<file path="src/rtl/transpose_seq_ctrl.sv">
// Sequencer for an external N x N transposition array: buffers N input rows,
// streams them horizontally into the array, then shifts the transposed rows out.
module transpose_seq_ctrl #(
    parameter int DATA_WIDTH     = 16,
    parameter int SYSTOLIC_WIDTH = 4
) (
    input  logic                                 clk,
    input  logic                                 rst_n,
    input  logic                                 in_valid,
    output logic                                 in_ready,
    input  logic [SYSTOLIC_WIDTH*DATA_WIDTH-1:0] in_data,
    output logic [SYSTOLIC_WIDTH*DATA_WIDTH-1:0] arr_in,
    output logic                                 arr_mode,
    input  logic [SYSTOLIC_WIDTH*DATA_WIDTH-1:0] arr_out,
    output logic                                 out_valid,
    output logic [SYSTOLIC_WIDTH*DATA_WIDTH-1:0] out_data,
    output logic                                 busy,
    output logic                                 frame_done
);
    localparam int N  = SYSTOLIC_WIDTH;
    localparam int W  = N * DATA_WIDTH;
    localparam int CW = $clog2(N) + 1;
    localparam int IW = (N > 1) ? $clog2(N) : 1;
    localparam logic [CW-1:0] LAST = CW'(N - 1);

    typedef enum logic [1:0] {COLLECT, FILL, DRAIN} state_t;

    state_t              state, state_next;
    logic [CW-1:0]       cnt, cnt_next;
    logic [N-1:0][W-1:0] row_buf;
    logic                wr_en;
    logic [IW-1:0]       idx;

    // cnt never exceeds N-1 while used as an index, so the low bits suffice
    assign idx = cnt[IW-1:0];

    always_ff @(posedge clk or negedge rst_n) begin
        if (!rst_n) begin
            state   <= COLLECT;
            cnt     <= '0;
            row_buf <= '0;
        end else begin
            state <= state_next;
            cnt   <= cnt_next;
            if (wr_en) row_buf[idx] <= in_data;
        end
    end

    always_comb begin
        state_next = state;
        cnt_next   = cnt;
        wr_en      = 1'b0;
        in_ready   = 1'b0;
        arr_mode   = 1'b1;
        arr_in     = '0;
        out_valid  = 1'b0;
        out_data   = '0;
        busy       = 1'b0;
        frame_done = 1'b0;
        case (state)
            COLLECT: begin
                in_ready = 1'b1;
                if (in_valid) begin
                    wr_en = 1'b1;
                    if (cnt == LAST) begin
                        cnt_next   = '0;
                        state_next = FILL;
                    end else begin
                        cnt_next = cnt + 1'b1;
                    end
                end
            end
            FILL: begin
                busy     = 1'b1;
                arr_mode = 1'b0;
                arr_in   = row_buf[idx];
                if (cnt == LAST) begin
                    cnt_next   = '0;
                    state_next = DRAIN;
                end else begin
                    cnt_next = cnt + 1'b1;
                end
            end
            DRAIN: begin
                busy      = 1'b1;
                out_valid = 1'b1;
                out_data  = arr_out;
                if (cnt == LAST) begin
                    frame_done = 1'b1;
                    cnt_next   = '0;
                    state_next = COLLECT;
                end else begin
                    cnt_next = cnt + 1'b1;
                end
            end
            default: state_next = COLLECT;
        endcase
    end
endmodule
</file>
<file path="config.mk">
export PLATFORM = sky130hd
export DESIGN_NAME = transpose_seq_ctrl
export DESIGN_NICKNAME = d
export VERILOG_FILES = /design/src/rtl/transpose_seq_ctrl.sv
export SDC_FILE = /design/constraint.sdc
export NUM_CORES = 1
export LEC_CHECK = 0
export BUFFER_PORTS_ARGS = -buffer_cell sky130_fd_sc_hd__buf_4
export CAP_MARGIN = 25
export CORE_MARGIN = 3
export CORE_UTILIZATION = 40
export CTS_CLUSTER_DIAMETER = 50
export DETAILED_ROUTE_END_ITERATION = 12
export PLACE_DENSITY_LB_ADDON = 0.12
export SYNTH_ARGS = -nofsm -noshare
export SYNTH_HDL_FRONTEND = slang
export SYNTH_SLANG_ARGS = --single-unit
export TNS_END_PERCENT = 100
</file>
<file path="constraint.sdc">
create_clock -name clk -period 3.7 [get_ports clk]
set_clock_uncertainty 0.2 [all_clocks]
set_input_delay 0.185 -clock clk [delete_from_list [all_inputs] [get_ports clk]]
set_output_delay 0.185 -clock clk [all_outputs]
set_load 0.05 [all_outputs]
</file>
==> results by stage <==
GRT:
- The overall global routing resource usage is 17.6%.
- The total global routing overflow is 0.
- The first global-routing pass estimated 46800 um of wire.
- The via count of the first global-routing pass is 8184.
- The initial antenna violation count came to 1.
- The maximum number of pins on one net before global-route repair is 85.

Detailed routing:
- The post-detailed-routing wire length is 29200 um.
- In this run the remaining antenna-violating nets after routing total 0.
- The number of vias in the routed layout is 7727.
- The average wire per standard cell is 19.0 um.
- The starting DRC count in detailed routing is 269.
- The iteration count of the initial detailed-routing pass is 4.
- The via density per instance is 5.02.
- In the routed design, unresolved DRC markers number 0.

Logic synthesis:
- The synthesized-area fraction occupied by and/or/nand/nor cells is 7.51%.
- The cell area after technology mapping is 12200 um2.
- Synthesis produced a netlist with a net count of 941.
- The portion of synthesized area spent on multiplexers is 35.5%.
- The xor/xnor cell area share of the yosys netlist is 0%.
- The share of synthesized area occupied by flip-flops and latches is 53.4%.
- After synthesis, the netlist uses 22 different library cells.
- In the post-synthesis netlist, the biggest area contributors are sky130_fd_sc_hd__dfrtp_1 53%, sky130_fd_sc_hd__mux2_2 24%, sky130_fd_sc_hd__mux4_2 12%, sky130_fd_sc_hd__and2_1 6.6%, sky130_fd_sc_hd__buf_2 1.4%.
- After synthesis, the largest family of logic cells by area is multiplexers.
- The number of instances in the synthesized netlist is 802.
- The post-synthesis area per instance is 15.2 um2.
- The synthesized design contains 261 register bits.
- sky130_fd_sc_hd__dfrtp_1 takes more of the synthesized area than any other cell.
- The synthesized-area fraction occupied by ao, oa, aoi and oai cells is 0.287%.
- The synthesized netlist devotes 0.819% of its cell area to adder and majority cells.
- The fraction of synthesized cell area taken by the top area cell type is 53.4%.
- The total of warnings raised by yosys is 0.

STA:
- The fraction of the cycle the final worst path needs is 84.6%.
- The final-report hold violation count was 0.
- The post-layout worst setup margin is 0.570 ns.
- The post-layout minimum cycle time is 3.13 ns.
- Setup repair after global routing left no endpoint under its margin.
- Derived from the worst setup path, the maximum achievable clock frequency is 319 MHz.
- The actual transition at the worst max-transition pin is 0.881 ns.
- Setup violations remaining at the end of the flow were counted as 0.
- Measured against its own limit, the worst slew margin works out to 41.3%.
- The setup TNS is 0 ns.
- The number of max-slew violations in the final report is 0.

Floorplanning:
- The core outline area is 29900 um2.
- The starting density of the core is 40.9%.
- The die footprint is 32700 um2.
- From bottom edge to top edge, the die measures 181 um.
- After floorplanning, the core was divided into 63 placement rows.
- The die is 181 um wide.
- The number of placed I/O pins is 264.

Final layout:
- The final-stage net count is 1264.
- Of the cells placed in the final design, the portion with a size suffix greater than 1 is 57.2%.
- The repair_antennas step left the layout with diodes totalling 0.
- Compared with the post-synthesis result, the final layout area differs by 33.4%.

Setup path:
- The worst setup path is launched from a flop.
- The largest fanout of any net on the critical path is 55.
- The required time reported for the critical path endpoint is 3.31 ns.
- STA puts the critical path data arrival time at 2.75 ns.
- The type of the setup path with the least slack is flop to output port.
- The kind of end point of the critical path is an output port.

CTS:
- Clock-pin slew was measured on the worst setup and hold paths at 0.06 ns.
- In this run the number of H-tree levels came out at 1.
- The clock root buffer master is sky130_fd_sc_hd__clkbuf_16.
- In this run, post-CTS repair resized a total of 0 instances.
- The number of buffers on the longest clock path is 3.
- The CTS buffer count is 30.
- The CTS tree is built.
- Clock latency on the worst-skew pair, taken at its later pin, is 0.54 ns.
- In this run, post-CTS hold repair placed 66 buffers.
- The clock net in this run drives a total of 261 sinks.
- The number of buffers inserted by post-CTS setup repair is 0.

Power:
- The static leakage is 0.00739 uW.
- The worst ir drop on vdd is 415 uV.
- The total power per unit cell area is 914 nW/um2.

Place:
- The total of buffers placed on input and output ports is 263.
- Before CTS, the worst setup slack after placement is 0.893 ns.
- Detailed placement ended at an HPWL of 18500 um.
- The final weighted congestion in routability-driven placement is 0.845.

Min path:
- The tightest min-delay check is of the input port to async pin type.

Flow run:
- The max-cap violation count is 0.

Outcome:
- The run finished with clean final reports.
==> power breakdown <==
group	internal [uW]	switching (uW)	total (uW)
Clock	1830	1170	3000
Sequential	4300	744	5050
Combinational	3400	3460	6860
==> per-layer routing <==
layer | vias to the layer above | wire (um) | GRT usage, % | part of all wire, %
met5 | - | 9 | 0 | 0.031
met4 | 2 | 419 | 3.10 | 1.4
met3 | 39 | 1430 | 3.10 | 4.9
met2 | 154 | 14200 | 29.1 | 49
met1 | 3993 | 13200 | 24.9 | 45
li1 | 3539 | - | - | -
==> final timing paths <==
path	startpoint	to	slack (ns)	cells past startpoint
min in group clk	in_data[7]	row_buf[7]$_DFFE_PN0P_	0.24	3
worst min register to register	row_buf[188]$_DFFE_PN0P_	row_buf[188]$_DFFE_PN0P_	0.30	1
worst max register to register	cnt[0]$_DFFE_PN0P_	row_buf[187]$_DFFE_PN0P_	0.95	5
worst min-delay path	rst_n	row_buf[152]$_DFFE_PN0P_	0.02	2
worst max-delay path	cnt[1]$_DFFE_PN0P_	arr_in[31]	0.57	4
max in group asynchronous	rst_n	row_buf[123]$_DFFE_PN0P_	2.22	3
==> final cells by class <==
class | instances | area [um2]
Fill cell | 2556 | 13600
Timing Repair Buffer | 345 | 2810
Inverter | 6 | 22.5
Tap cell | 390 | 488
Sequential cell | 261 | 6540
Clock buffer | 43 | 901
Clock inverter | 12 | 129
Multi-Input combinational cell | 481 | 5420
==> synth_stat cells <==
cell                       instances
sky130_fd_sc_hd__nand3_2           4
sky130_fd_sc_hd__nand2_1           4
sky130_fd_sc_hd__buf_6             5
sky130_fd_sc_hd__nor4b_1           1
sky130_fd_sc_hd__nor2b_1           2
sky130_fd_sc_hd__o21ai_0           4
sky130_fd_sc_hd__ha_1              8
sky130_fd_sc_hd__o31ai_1           1
sky130_fd_sc_hd__nor3_1            1
sky130_fd_sc_hd__clkbuf_1         16
sky130_fd_sc_hd__dfrtp_1         261
sky130_fd_sc_hd__mux2i_1           1
sky130_fd_sc_hd__o21a_1            1
sky130_fd_sc_hd__inv_1             6
sky130_fd_sc_hd__and2_1          129
sky130_fd_sc_hd__nand2b_1          1
sky130_fd_sc_hd__buf_2            33
sky130_fd_sc_hd__nor3b_1           1
sky130_fd_sc_hd__mux2_2          256
sky130_fd_sc_hd__mux4_2           64
sky130_fd_sc_hd__and3b_1           1
sky130_fd_sc_hd__nor2_1            2
==> placed cells by master (no fill, tap or decap), types with 2 or more instances in the layout <==
| cell type | n |
|---|---|
| sky130_fd_sc_hd__buf_4 | 274 |
| sky130_fd_sc_hd__dfrtp_1 | 259 |
| sky130_fd_sc_hd__mux2_2 | 256 |
| sky130_fd_sc_hd__and2_1 | 129 |
| sky130_fd_sc_hd__dlygate4sd3_1 | 66 |
| sky130_fd_sc_hd__mux4_2 | 64 |
| sky130_fd_sc_hd__clkbuf_16 | 31 |
| sky130_fd_sc_hd__clkbuf_8 | 8 |
| sky130_fd_sc_hd__ha_1 | 7 |
| sky130_fd_sc_hd__inv_1 | 6 |
| sky130_fd_sc_hd__nand3_4 | 4 |
| sky130_fd_sc_hd__nand2_1 | 4 |
| sky130_fd_sc_hd__o21ai_0 | 4 |
| sky130_fd_sc_hd__clkinv_2 | 4 |
| sky130_fd_sc_hd__clkbuf_1 | 4 |
| sky130_fd_sc_hd__buf_12 | 4 |
| sky130_fd_sc_hd__clkinvlp_4 | 3 |
| sky130_fd_sc_hd__nor2b_1 | 2 |
| sky130_fd_sc_hd__nor2_1 | 2 |
| sky130_fd_sc_hd__bufinv_16 | 2 |
| sky130_fd_sc_hd__inv_6 | 2 |
==> cell families after synthesis <==
logic type	Yosys count
DFF	261
buffers and inverters	60
AOI/OAI and AO/OA	6
adders and majority gates	8
muxes	321
and+or+nand+nor	146
==> critical path, cell delays in order, from the launching register on <==
cell	delay [ns]
sky130_fd_sc_hd__dfrtp_2	0.60
sky130_fd_sc_hd__buf_4	0.78
sky130_fd_sc_hd__mux4_2	0.40
sky130_fd_sc_hd__and2_1	0.21
sky130_fd_sc_hd__buf_4	0.20
==> per-stage QoR <==
stage / cell area [um2] / hold WS (ns) / cells / total power, uW / utilization (%)
after global placement: 14600 / 0.0395 / 1417 / 11900 / 48.9
after detailed placement: 14600 / 0.0390 / 1417 / 12000 / 48.9
final: 16300 / 0.0247 / 1538 / 14900 / 54.6
after global routing: 16300 / 0.0908 / 1538 / 15800 / 54.6
after floorplan: 12200 / -0.311 / 802 / 10200 / -
after CTS: 16300 / 0.0687 / 1538 / 15100 / 54.6
==> state kept, by name, indices dropped and copies added (netlist names) <==
register / flops
row_buf: 256
cnt: 3
state: 2
Power figures use the tool's default switching activity.
